--- src/rtl/board_link_rx.sv ---
// board_link_rx: receive end of the inter-board link (sync, filter, address FIFO, message)
// Optional stability filtering is enabled by defining BOARD_LINK_RX_FILTER_EN.
module board_link_rx #(
    parameter int STABLE_CYCLES = 4,
    parameter int FIFO_DEPTH    = 4
) (
    input  logic                          clk,
    input  logic                          rst,
    input  logic [10:0]                   check_in,
    input  logic                          pop,
    output logic                          addr_valid,
    output logic [7:0]                    addr_out,
    output logic [$clog2(FIFO_DEPTH):0]   fifo_count,
    output logic [1:0]                    msg_out,
    output logic                          msg_changed,
    output logic                          overflow,
    output logic                          runt_err
);
    localparam int AW = $clog2(FIFO_DEPTH);
    typedef enum logic [1:0] {IDLE, WAIT_STABLE, PUSH, WAIT_LOW} state_t;
    logic [10:0] sync1, sync2;
    logic s_strobe;
    logic [7:0] s_addr;
    logic [1:0] s_msg;
    logic prev_strobe, armed, rise;
    logic [1:0] primed;
    state_t state;
    logic [7:0] cand;
    logic [7:0] mem [FIFO_DEPTH];
    logic [AW-1:0] wp, rp;
    logic [AW:0] count;
    logic full, do_pop, do_push;
    assign s_strobe   = sync2[10];
    assign s_addr     = sync2[9:2];
    assign s_msg      = sync2[1:0];
    assign full       = count == (AW+1)'(FIFO_DEPTH);
    assign do_pop     = pop && count != '0;
    assign do_push    = state == PUSH && (!full || do_pop);
    // an edge only counts once the strobe has been seen low after reset
    assign rise       = s_strobe && !prev_strobe && armed;
    assign addr_valid = count != '0;
    assign addr_out   = addr_valid ? mem[rp] : 8'h00;
    assign fifo_count = count;
    // two-flop synchronizer on the whole link
    always_ff @(posedge clk) begin
        if (rst) begin
            sync1 <= '0;
            sync2 <= '0;
        end else begin
            sync1 <= check_in;
            sync2 <= sync1;
        end
    end
    // strobe history; arming waits until the synchronizer holds real samples
    always_ff @(posedge clk) begin
        if (rst) begin
            prev_strobe <= 1'b0;
            primed      <= '0;
            armed       <= 1'b0;
        end else begin
            prev_strobe <= s_strobe;
            primed      <= {primed[0], 1'b1};
            armed       <= armed | (primed[1] & ~s_strobe);
        end
    end
`ifdef BOARD_LINK_RX_FILTER_EN
    logic [3:0] acnt, mcnt;
    logic [1:0] mcand;
    // address FSM with stability counter
    always_ff @(posedge clk) begin
        if (rst) begin
            state    <= IDLE;
            cand     <= '0;
            acnt     <= '0;
            overflow <= 1'b0;
            runt_err <= 1'b0;
        end else begin
            case (state)
                IDLE: if (rise) begin
                    cand  <= s_addr;
                    acnt  <= 4'd1;
                    state <= WAIT_STABLE;
                end
                WAIT_STABLE: begin
                    if (!s_strobe) begin
                        runt_err <= 1'b1;
                        state    <= IDLE;
                    end else if (s_addr != cand) begin
                        cand <= s_addr;
                        acnt <= 4'd1;
                    end else if (acnt >= 4'(STABLE_CYCLES - 1)) begin
                        state <= PUSH;
                    end else begin
                        acnt <= acnt + 4'd1;
                    end
                end
                PUSH: begin
                    if (full && !do_pop) overflow <= 1'b1;
                    state <= WAIT_LOW;
                end
                WAIT_LOW: if (!s_strobe) state <= IDLE;
            endcase
        end
    end
    // message candidate must hold before it replaces msg_out
    always_ff @(posedge clk) begin
        if (rst) begin
            mcand       <= '0;
            mcnt        <= '0;
            msg_out     <= '0;
            msg_changed <= 1'b0;
        end else begin
            msg_changed <= 1'b0;
            if (s_msg != mcand) begin
                mcand <= s_msg;
                mcnt  <= '0;
            end else begin
                if (mcnt != 4'hF) mcnt <= mcnt + 4'd1;
                if ({1'b0, mcnt} + 5'd2 >= 5'(STABLE_CYCLES) && mcand != msg_out) begin
                    msg_out     <= mcand;
                    msg_changed <= 1'b1;
                end
            end
        end
    end
`else
    assign runt_err = 1'b0;
    // address FSM without filtering: capture on the strobe edge
    always_ff @(posedge clk) begin
        if (rst) begin
            state    <= IDLE;
            cand     <= '0;
            overflow <= 1'b0;
        end else begin
            case (state)
                IDLE: if (rise) begin
                    cand  <= s_addr;
                    state <= PUSH;
                end
                WAIT_STABLE: state <= IDLE;
                PUSH: begin
                    if (full && !do_pop) overflow <= 1'b1;
                    state <= WAIT_LOW;
                end
                WAIT_LOW: if (!s_strobe) state <= IDLE;
            endcase
        end
    end
    // message follows the synchronized value one stage later
    always_ff @(posedge clk) begin
        if (rst) begin
            msg_out     <= '0;
            msg_changed <= 1'b0;
        end else begin
            msg_out     <= s_msg;
            msg_changed <= s_msg != msg_out;
        end
    end
`endif
    // FIFO pointers and occupancy
    always_ff @(posedge clk) begin
        if (rst) begin
            wp    <= '0;
            rp    <= '0;
            count <= '0;
        end else begin
            if (do_push) wp <= wp + 1'b1;
            if (do_pop) rp <= rp + 1'b1;
            count <= count + (AW+1)'(do_push) - (AW+1)'(do_pop);
        end
    end
    // FIFO storage
    always_ff @(posedge clk) begin
        if (do_push) mem[wp] <= cand;
    end
endmodule
--- config.mk ---
export PLATFORM = sky130hd
export DESIGN_NAME = board_link_rx
export DESIGN_NICKNAME = d
export VERILOG_FILES = /design/src/rtl/board_link_rx.sv
export SDC_FILE = /design/constraint.sdc
export NUM_CORES = 1
export LEC_CHECK = 0
export CORE_ASPECT_RATIO = 0.7
export CORE_MARGIN = 5
export CORE_UTILIZATION = 51
export CTS_BUF_LIST = sky130_fd_sc_hd__clkbuf_16
export CTS_CLUSTER_DIAMETER = 150
export DETAILED_ROUTE_END_ITERATION = 10
export PLACE_DENSITY = 0.71
export SETUP_SLACK_MARGIN = 0.3
export SYNTH_ARGS = -nofsm -noshare
export SYNTH_HDL_FRONTEND = slang
export SYNTH_SLANG_ARGS = --single-unit
--- constraint.sdc ---
create_clock -name clk -period 3.3 [get_ports clk]
set_clock_uncertainty 0.2 [all_clocks]
set_input_delay 0.66 -clock clk [delete_from_list [all_inputs] [get_ports clk]]
set_output_delay 0.66 -clock clk [all_outputs]
set_load 0.05 [all_outputs]
Yosys cells after proc, flatten, opt, wreduce, memory -nomap -nowiden
Memories as Yosys holds them, arrays and structs flattened. A register that Yosys moved wholly into a read port is not among the register bits.
Cells that the tools add are included.
{"block": "word_totals", "mem_count": 1, "ram_bits": 32, "latch_bits": 0, "ff_bits": 47, "elab_cells": 52, "output_inout_bits": 17, "romBits": 0, "in_bits": 14}
{"memory": "mem", "depth": 4, "word_bits": 8, "rd": 1, "rd_clocked_by_memory_dff": 1, "write_ports": 1, "line": "29", "rtl": "logic [7:0] mem [FIFO_DEPTH];"}
{"block": "op_classes", "reduce_logical": 14, "shift": 0, "n_mux": 9, "n_div": 0, "n_eq_ne": 7, "addsub": 4, "multipliers": 0, "bitwise": 3, "order_cmp": 0}
{"op": "2-to-1 mux 2 bit", "n": 4}
{"op": "2-to-1 mux 8 bit", "n": 1}
{"op": "one-hot mux 2 bit (4 select lines)", "n": 1}
{"op": "AND reduction 2 bit", "n": 3}
{"op": "logical AND 1 bit", "n": 5}
{"op": "adder 2 x 1 -> 2 bit, second input constant", "n": 2}
{"op": "equality test 2 bit, second input constant", "n": 2}
{"op": "!= test 2 bit, second input constant", "n": 2}
{"op": "adder 3 x 1 -> 3 bit", "n": 1}
{"op": "equality test 3 bit, second input constant", "n": 1}
{"op": "zero test 1 bit", "n": 3}
{"op": "2-to-1 mux 1 bit", "n": 3}
{"op": "nonzero test 3 bit", "n": 1}
{"op": "subtractor 3 x 1 -> 3 bit", "n": 1}
{"op": "equality test 2 x 1 -> 1 bit, second input constant", "n": 1}
{"op": "zero test 2 bit", "n": 1}
{"op": "!= test 2 bit", "n": 1}
{"op": "AND 1 bit", "n": 1}
{"op": "logical OR 1 bit", "n": 1}
{"op": "inverter 1 bit", "n": 1}
{"op": "OR 1 bit", "n": 1}

Longest topological paths before layout
Gate-level depths: netlist of the first run.
{"block": "logic_depth", "depth_word": 6, "depth_mapped": 10, "ltp_nobuf": 10}

Worst setup path before layout of the first run
OpenSTA, ideal clock, no wires.
{"block": "synth_path", "path_kind": "register to register", "start": "register count[1] (netlist: fifo_count[1])", "end": "register count[2] (netlist: fifo_count[2])", "slack_ps": 560, "path_stages_with_launch": 11, "setup_time_ps": 117, "n_path_buf": 0, "required_time_ps": 2983, "period_less_slack_ps": 2740, "arrival_ps": 2422, "cell_sequence": "dfxtp_1 nor4b_4 nor3b_4 inv_1 ha_1 inv_1 ha_1 fa_1 xnor2_1 xnor2_1 nor2_1"}
{"block": "synth_via", "elab_chain_cells": 6, "word_cells_on_any_way": 8, "classes_between": "2 x add/sub; 1 x eq/ne; 5 x reduce/logical"}
{"element": "start: declaration", "line": "31", "rtl": "logic [AW:0] count;"}
{"element": "start signal: assignment", "line": "169", "rtl": "count <= count + (AW+1)'(do_push) - (AW+1)'(do_pop);"}
{"element": "equality test 3 bit / nonzero test 3 bit (equally long branches)", "line": "36, 37"}
{"element": "zero test 1 bit / logical AND 1 bit (equally long branches)", "line": "38, 37"}
{"element": "logical OR 1 bit", "line": "38", "rtl": "assign do_push = state == PUSH && (!full || do_pop);"}
{"element": "logical AND 1 bit", "line": "38"}
{"element": "adder 3 x 1 -> 3 bit", "line": "169"}
{"element": "subtractor 3 x 1 -> 3 bit (*)", "line": "169"}
Mark *: on every way between the ends. The rest lies on a longest branch, timed or not.
A chain may end at the register's enable or synchronous reset.

Worst setup path in the final report of the first run
{"block": "layout_path", "start": "input port pop", "end": "register count[2] (netlist: fifo_count[2])"}
{"block": "layout_via", "elab_chain_cells": 5}
{"element": "start: declaration", "line": "10", "rtl": "input logic pop,"}
{"element": "logical AND 1 bit (*)", "line": "37", "rtl": "assign do_pop = pop && count != '0;"}
{"element": "logical OR 1 bit", "line": "38"}
{"element": "logical AND 1 bit", "line": "38"}
{"element": "adder 3 x 1 -> 3 bit", "line": "169"}
{"element": "subtractor 3 x 1 -> 3 bit (*)", "line": "169"}
Marked as above.

==> flow_metrics.env, run 1 <==
export IMPL_min_path_type="register to register"
export IMPL_p_clk_frac=0.319
export IMPL_fp_dieW_um=101
export IMPL_drt_iter0_markers=57
export IMPL_drc=0
export IMPL_ys_warn_count=0
export IMPL_path_clk_slew_ps=60
export IMPL_syn_avg_cell_area_um2=13.8
export IMPL_final_antenna_net_count=0
export IMPL_setup_viol=0
export IMPL_synth_mux_area_fraction=0.0974
export IMPL_synth_top_area_frac=0.335
export IMPL_place_congestion=0.677
export IMPL_vias=1488
export IMPL_io_buffers=29
export IMPL_holdWs_ps=233
export IMPL_pwr_share_comb=0.277
export IMPL_drv_slew=0
export IMPL_wl_per_cell_um=12.0
export IMPL_boundaryPins=31
export IMPL_cp_max_fo=3
export IMPL_p_per_area_nw_per_um2=789
export IMPL_hold_viol_final=0
export IMPL_synth_common_cells="49 x dfxtp_1, 35 x nor2b_1, 32 x edfxtp_1"
export IMPL_cp_start_kind="primary input"
export IMPL_cp_arrival_ps=2800
export IMPL_htree_levels=3
export IMPL_ys_types=29
export IMPL_drive_above_1_share=0.135
export IMPL_synth_flop_cell="dfxtp_1"
export IMPL_dieArea_um2=7390
export IMPL_synth_fa_ha_area_frac=0.0325
export IMPL_ys_ff_latch=81
export IMPL_grt_first_pass_wirelength_um=6690
export IMPL_synth_top_family_by_area="simple AND/OR/NAND/NOR gates"
export IMPL_clock_latency_ps=320
export IMPL_dp_cells=311
export IMPL_hold_depth=1
export IMPL_synth_top_cell_by_area="dfxtp_1"
export IMPL_clockBufferDepth=2
export IMPL_switching_share=0.316
export IMPL_ys_seq_area_frac=0.663
export IMPL_postLayoutCellArea_um2=3580
export IMPL_relSlewSlack=0.666
export IMPL_grt_pass1_vias=1394
export IMPL_layout_setup_ws_ps=505
export IMPL_synth_area_um2=2930
export IMPL_root_buffer="clkbuf_16"
export IMPL_power_mw=2.82
export IMPL_final_nets=268
export IMPL_final_util=0.634
export IMPL_antennaDiodeCount=0
export IMPL_cts_tree="done"
export IMPL_area_growth_syn_to_layout_pct=22.1
export IMPL_max_freq_ghz=0.358
export IMPL_core_area_um2=5640
export IMPL_syn_inst=213
export IMPL_p_leak_nw=1.28
export IMPL_viasPerCell=4.55
export IMPL_fin_crit_ps=2790
export IMPL_ys_async_sr_fraction=0
export IMPL_num_rows=23
export IMPL_grt_max_degree=40
export IMPL_clock_sinks=81
export IMPL_start_util=0.520
export IMPL_synth_compound_area_share=0.0149
export IMPL_worst_pin_slew_ps=500
export IMPL_crit_type="primary input to register"
export IMPL_yosys_area_share_simple=0.147
export IMPL_cts_buffers=9
export IMPL_die_y_um=73.4
export IMPL_dpl_cell_area_um2=3290
export IMPL_synth_xor_area_frac=0.0149
export IMPL_overflow=0
export IMPL_drt_total_wl_um=3910
export IMPL_worstPathRequired_ps=3300
export IMPL_final_cells=327
export IMPL_setup_tns_final_ps=0
export IMPL_r2r_cells=9
export IMPL_first_pass_iters=4
export IMPL_vdd_drop_max_mv=0.362
export IMPL_post_place_ws_ps=174
export IMPL_grt_use_total=0.122
export IMPL_synth_edf_count=32
export IMPL_seqPwrFrac=0.404
export IMPL_rsz0062_at_grt="no"
export IMPL_status="finished, final reports clean"
export IMPL_p_switching_uw=893
export IMPL_drv_cap=0
export IMPL_synthTopCellsByArea="dfxtp_1 33%, edfxtp_1 33%, nor2b_1 7.5%, mux4_2 6.1%, mux2i_1 3.1%"
export IMPL_synth_nets=234
export IMPL_grt_antenna_before_repair=0
export IMPL_end_kind="register"
export IMPL_period_share=0.847
export IMPL_hpwl_um=2640
export IMPL_p_int_mw=1.93
export IMPL_synth_most_common_cell="dfxtp_1"
==> flip-flops by register name, summed over array words and instances (netlist names), named ones only <==
name / count
cand: 8
armed: 1
mem: 32
rp: 2
msg_changed: 1
wp: 2
prev_strobe: 1
overflow: 1
msg_out: 2
sync2: 11
sync1: 11
state: 2
fifo_count: 3
primed: 2
==> cells in the final DEF, fill, tap and decap left out, types with 2 or more instances in the layout <==
cell type and instances:
o21ai_0 2, clkbuf_16 10, dlygate4sd2_1 7, mux2i_1 9, and2_2 4, ha_1 6
inv_1 11, edfxtp_1 32, a21oi_1 4, clkdlybuf4s50_1 21, mux4_2 8, nand2_1 19
xnor2_1 4, dfxtp_1 49, nor2_1 9, buf_4 3, clkinv_1 2, nor2b_1 35
==> path summary, 6_finish.rpt <==
kind                                     from       endpoint  slack, ps
worst max register to register  fifo_count[1]  fifo_count[2]        850
worst min-delay path                 sync1[4]       sync2[4]        230
worst max-delay path                      pop  fifo_count[2]        510
worst min register to register       sync1[4]       sync2[4]        230
==> cell type report <==
class	count	area [um^2]
repair buffers	32	307
inverters	11	41.3
well taps	75	93.8
flip-flops and latches	81	1940
clock buffers	10	250
clock inverters	6	31.3
multi-input cells	112	913
fillers	450	2060
==> timing repair <==
item / CTS / global route
pin swaps: 0 / 0
setup endpoints to repair: 9 / 1
resized for setup: 9 / 1
hold buffers: 0 / 0
setup buffers: 0 / 0
hold endpoints to repair: 0 / 0
==> worst max-delay path, cell delays in order <==
cell             delay [ps]
clkdlybuf4s50_1         550
nor4b_4                  80
nor3b_4                 190
inv_1                    60
ha_1                    280
inv_1                    40
ha_1                    180
fa_1                    380
xnor2_1                 190
xnor2_1                 130
nor2_1                   50
==> layer usage <==
metal  routed length (um)  vias up  track usage  share of wire
met5                    0        -            0              0
met4                   42        0       0.0359          0.011
met3                  225        5       0.0655          0.058
met2                 1690       31        0.177           0.43
met1                 1950      672        0.161           0.50
li1                     -      780            -              -
==> power by group through the flow <==
stage	registers, mW	clock network, mW	logic [mW]
after floorplan	1.20	0	0.549
after global placement	1.15	0	0.818
after detailed placement	1.16	0	0.827
after CTS	1.14	0.923	0.799
after global routing	1.15	0.977	0.840
final	1.14	0.900	0.781
==> kinds of logic after synthesis <==
kind of cell,Yosys count
flops,81
fa+ha+maj,7
simple gates,73
xor+xnor,5
other cells,1
mux,18
compound gates,8
buf+inv,20
Note: power is estimated with default switching activity, not from simulation.
==> run 2: changes to the inputs <==
==> constraint.sdc (replaced) <==
create_clock -name clk -period 2.8 [get_ports clk]
set_clock_uncertainty 0.2 [all_clocks]
set_input_delay 0.56 -clock clk [delete_from_list [all_inputs] [get_ports clk]]
set_output_delay 0.56 -clock clk [all_outputs]
set_load 0.05 [all_outputs]
==> run 2 against run 1 <==
Effect of this change:
- first-iteration DRC count up 28%
- cell count up 1.5%
- worst setup slack worse by 100 ps
- routed wire length up 10%
- worst hold slack better by 1.0 ps
- highest routed layer unchanged
- clock-buffer cell count unchanged
- critical path depth down 7
- global-route usage up 0.91 points
==> flow_metrics.env, run 2 (same netlist as run 1, synthesis figures left out) <==
export IMPL_boundaryPins=31
export IMPL_largest_reg_flops=32
export IMPL_r2r_end="fifo_count[2]"
export IMPL_fp_dieW_um=101
export IMPL_drc=0
export IMPL_clock_sinks=81
export IMPL_rsz0062_at_grt="no"
export IMPL_final_cell_mix="45 x dfxtp_1, 35 x nor2b_1, 32 x edfxtp_1"
export IMPL_place_congestion=0.687
export IMPL_crit_type="register to output port"
export IMPL_p_leak_nw=1.30
export IMPL_htree_levels=3
export IMPL_num_rows=23
export IMPL_cts_hold_fix_buffers=0
export IMPL_end_kind="output port"
export IMPL_grt_max_degree=40
export IMPL_layout_commonest_cell="dfxtp_1"
export IMPL_r2r_cells=10
export IMPL_largest_register="mem"
export IMPL_core_area_um2=5640
export IMPL_grt_first_pass_wirelength_um=7090
export IMPL_drt_iter0_markers=73
export IMPL_vdd_drop_max_mv=0.441
export IMPL_antennaDiodeCount=0
export IMPL_dp_cells=314
export IMPL_clockBufferDepth=2
export IMPL_fin_crit_ps=2390
export IMPL_drive_above_1_share=0.198
export IMPL_wl_per_cell_um=13.0
export IMPL_path_clk_slew_ps=60
export IMPL_root_buffer="clkbuf_16"
export IMPL_final_cells=332
export IMPL_grt_antenna_before_repair=0
export IMPL_dieArea_um2=7390
export IMPL_drv_slew=0
export IMPL_reg_largest_list="mem (32), sync1 (11), sync2 (11)"
export IMPL_p_per_area_nw_per_um2=981
export IMPL_grt_use_total=0.132
export IMPL_setup_tns_final_ps=0
export IMPL_die_y_um=73.4
export IMPL_cp_arrival_ps=1630
export IMPL_start_util=0.520
export IMPL_period_share=0.855
export IMPL_min_path_type="register to register"
export IMPL_cts_buffers=9
export IMPL_cp_max_fo=3
export IMPL_grt_pass1_vias=1421
export IMPL_cp_start_kind="register"
export IMPL_ff2ff_setup_slack_ps=480
export IMPL_hpwl_um=2700
export IMPL_setup_viol=0
export IMPL_io_buffers=29
export IMPL_status="finished, final reports clean"
export IMPL_r2r_start="fifo_count[2]"
export IMPL_cp_endpoint="addr_out[0]"
export IMPL_clock_latency_ps=330
export IMPL_overflow=0
export IMPL_viasPerCell=4.63
export IMPL_first_pass_iters=4
export IMPL_drt_total_wl_um=4310
export IMPL_vias=1537
export IMPL_worstPathRequired_ps=2040
export IMPL_relSlewSlack=0.669
export IMPL_hold_viol_final=0
export IMPL_final_nets=273
export IMPL_drv_cap=0
export IMPL_max_freq_ghz=0.418
export IMPL_worst_pin_slew_ps=495
export IMPL_area_growth_syn_to_layout_pct=24.6
export IMPL_cts_tree="done"
export IMPL_final_antenna_net_count=0
-- run 2: cell types whose count changed in the layout (fill, tap and decap cells not counted), sizes merged --
cell	change
dlygate4sd2	-7
dlymetal6s2s	-1
clkinv	-3
clkdlybuf4s50	-2
buf	+14
inv	+1
clkdlybuf4s15	+1
bufinv	+2
-- run 2: how the worst min path moves through the flow --
stage / slack [ps] / depth (start not counted) / endpoint / start
floorplan: 210 / 1 / primed[1] / primed[0]
global placement: 220 / 1 / sync2[0] / sync1[0]
detailed placement: 220 / 1 / sync2[2] / sync1[2]
CTS: 240 / 1 / sync2[2] / sync1[2]
global route: 250 / 1 / sync2[4] / sync1[4]
finish: 230 / 1 / sync2[2] / sync1[2]
-- run 2: final cells by class --
cell class                      instances  area, um^2
Fill cell                             431        1990
Clock buffer                           10         250
Tap cell                               75        93.8
Multi-Input combinational cell        112         907
Inverter                               11        41.3
Timing Repair Buffer                   37         332
Sequential cell                        81        1950
Clock inverter                          6        75.1
-- run 2: timing repair --
action | in CTS | in global routing
buffers inserted | 0 | 2
endpoints found under the setup margin | 7 | 6
resized for setup | 3 | 3
pin swaps | 1 | 1
-- run 2: routing by layer --
| metal | share of wire | up-vias | global-route usage |
|---|---|---|---|
| met3 | 0.065 | 5 | 0.0579 |
| met2 | 0.45 | 41 | 0.188 |
| met5 | 0 | - | 0 |
| met1 | 0.47 | 705 | 0.174 |
| li1 | - | 786 | - |
| met4 | 0.0084 | 0 | 0.0583 |
-- run 2: where the power goes --
| part | internal (mW) | leakage [nW] | total (mW) | switching, mW |
|---|---|---|---|---|
| clock network | 0.822 | 0.172 | 1.24 | 0.420 |
| registers | 1.29 | 0.653 | 1.36 | 0.0645 |
| logic | 0.398 | 0.478 | 0.984 | 0.586 |
-- run 2: metrics by stage --
step / setup slack [ps] / hold WS (ps) / area (um^2) / util / power (mW)
after floorplan: 302 / 214 / 2940 / - / 2.07
after global placement: -162 / 217 / 3300 / 0.585 / 2.34
after detailed placement: -223 / 224 / 3300 / 0.585 / 2.34
after CTS: 313 / 238 / 3630 / 0.643 / 3.60
after global routing: 305 / 253 / 3650 / 0.647 / 3.74
final: 405 / 234 / 3650 / 0.647 / 3.58
-- run 2: worst max-delay path: stages (launching register included) --
cell	delay [ps]
dfxtp_4	350
buf_4	130
mux4_2	500
nor2b_1	150
buf_4	180
==> run 3: changes to the inputs <==
--- a/config.mk
+++ b/config.mk
@@ -8,7 +8,6 @@
 export CORE_ASPECT_RATIO = 0.7
 export CORE_MARGIN = 5
 export CORE_UTILIZATION = 51
-export CTS_BUF_LIST = sky130_fd_sc_hd__clkbuf_16
 export CTS_CLUSTER_DIAMETER = 150
 export DETAILED_ROUTE_END_ITERATION = 10
 export PLACE_DENSITY = 0.71
==> run 3 against run 2 <==
Effect of this change:
- design area fell by 2.5%
- non-clock buffer count is 1 lower
- largest power group unchanged
- critical endpoint is now addr_out[2]
- worst setup slack got worse by 12 ps
- global-route usage shrank 0.83 points
- highest routed layer unchanged
==> flow_metrics.env, run 3 (same netlist as run 1, synthesis figures left out) <==
export IMPL_status="finished, final reports clean"
export IMPL_r2r_end="fifo_count[2]"
export IMPL_vias=1513
export IMPL_drc=0
export IMPL_p_clk_frac=0.290
export IMPL_period_share=0.860
export IMPL_largest_register="mem"
export IMPL_cp_start_kind="register"
export IMPL_fp_dieW_um=101
export IMPL_post_place_ws_ps=-223
export IMPL_setup_viol=0
export IMPL_p_int_mw=2.27
export IMPL_hpwl_um=2700
export IMPL_final_nets=272
export IMPL_drv_cap=0
export IMPL_max_freq_ghz=0.415
export IMPL_hold_depth=1
export IMPL_pwr_share_comb=0.300
export IMPL_grt_use_total=0.123
export IMPL_fin_crit_ps=2410
export IMPL_cp_max_fo=3
export IMPL_antennaDiodeCount=0
export IMPL_core_area_um2=5640
export IMPL_p_leak_nw=1.25
export IMPL_min_path_type="register to register"
export IMPL_worst_pin_slew_ps=495
export IMPL_r2r_cells=9
export IMPL_dpl_cell_area_um2=3300
export IMPL_drv_slew=0
export IMPL_io_buffers=29
export IMPL_cp_arrival_ps=1650
export IMPL_postLayoutCellArea_um2=3560
export IMPL_drt_total_wl_um=4090
export IMPL_grt_first_pass_wirelength_um=6780
export IMPL_p_per_area_nw_per_um2=926
export IMPL_drt_iter0_markers=56
export IMPL_largest_reg_flops=32
export IMPL_grt_antenna_before_repair=0
export IMPL_overflow=0
export IMPL_holdWs_ps=237
export IMPL_hold_viol_final=0
export IMPL_cts_tree="done"
export IMPL_boundaryPins=31
export IMPL_holdPathEnd="sync2[3]"
export IMPL_final_antenna_net_count=0
export IMPL_layout_setup_ws_ps=393
export IMPL_first_pass_iters=4
export IMPL_viasPerCell=4.57
export IMPL_place_congestion=0.687
export IMPL_drive_above_1_share=0.191
export IMPL_num_rows=23
export IMPL_path_clk_slew_ps=70
export IMPL_crit_type="register to output port"
export IMPL_cts_hold_fix_buffers=0
export IMPL_final_cell_mix="45 x dfxtp_1, 35 x nor2b_1, 32 x edfxtp_1"
export IMPL_relSlewSlack=0.669
export IMPL_vdd_drop_max_mv=0.447
export IMPL_dieArea_um2=7390
export IMPL_cts_buffers=9
export IMPL_area_growth_syn_to_layout_pct=21.4
export IMPL_ff2ff_setup_slack_ps=490
export IMPL_start_util=0.520
export IMPL_r2r_start="fifo_count[1]"
export IMPL_seqPwrFrac=0.410
export IMPL_root_buffer="clkbuf_8"
export IMPL_reg_largest_list="mem (32), sync1 (11), sync2 (11)"
export IMPL_clockBufferDepth=2
export IMPL_hold_path_startpoint="sync1[3]"
export IMPL_worstPathRequired_ps=2040
export IMPL_clock_latency_ps=340
export IMPL_die_y_um=73.4
export IMPL_clock_sinks=81
export IMPL_grt_pass1_vias=1418
export IMPL_htree_levels=3
export IMPL_grt_max_degree=40
export IMPL_switching_share=0.310
export IMPL_end_kind="output port"
export IMPL_final_util=0.631
export IMPL_rsz0062_at_grt="no"
export IMPL_layout_commonest_cell="dfxtp_1"
export IMPL_p_switching_mw=1.02
export IMPL_wl_per_cell_um=12.4
[run 3: cell count changes in the layout (fill, tap and decap cells not counted), sizes merged]
cell	change
dlygate4sd2	+1
clkbuf	+4
inv	-4
clkdlybuf4s15	-1
buf	-1
[run 3: area by class of cell]
| type | instances | area, um^2 |
|---|---|---|
| fill | 433 | 2080 |
| tap | 75 | 93.8 |
| inverter | 11 | 41.3 |
| timing repair buffer | 36 | 335 |
| clock buffer | 14 | 174 |
| multi-input combinational | 112 | 902 |
| sequential | 81 | 1950 |
| clock inverter | 2 | 60.1 |
[run 3: metal layers]
layer	global-route usage	vias up	share of wire
met2	0.183	35	0.42
met3	0.0550	5	0.065
met5	0	-	0
met4	0.0448	0	0.010
li1	-	784	-
met1	0.160	689	0.50
[run 3: how the worst max path moves through the flow]
stage             startpoint             to  slack, ps  cells past startpoint
2_1_floorplan  fifo_count[0]  fifo_count[2]        300                     10
3_3_place_gp             pop  fifo_count[2]       -160                     11
3_5_place_dp             pop  fifo_count[2]       -220                     11
4_1_cts             register    addr_out[5]        300                      4
5_1_grt        fifo_count[1]  fifo_count[2]        310                      9
6_report            register    addr_out[2]        390                      4
[run 3: power by group through the flow]
stage	Clock [mW]	Combinational (mW)	Sequential (mW)
after floorplan	0	0.647	1.43
after global placement	0	0.953	1.38
after detailed placement	0	0.962	1.38
after CTS	0.979	0.963	1.36
after global routing	1.03	1.05	1.36
final	0.956	0.988	1.35
[run 3: metrics by stage]
step	setup TNS, ps	instances	power [mW]
after floorplan	0	213	2.07
after global placement	-162	314	2.34
after detailed placement	-223	314	2.34
after CTS	0	330	3.30
after global routing	0	331	3.44
final	0	331	3.30
[run 3: what timing repair did]
item | CTS | global route
cloned | 0 | 0
gates resized for setup | 3 | 1
buffers inserted | 0 | 1
setup endpoints to repair | 6 | 5
pin swaps | 1 | 0
[run 3: worst max-delay path, stage by stage (launching register included)]
cell and delay [ps]:
dfxtp_4 360, buf_12 110, mux4_2 510, nor2b_1 150
buf_4 180
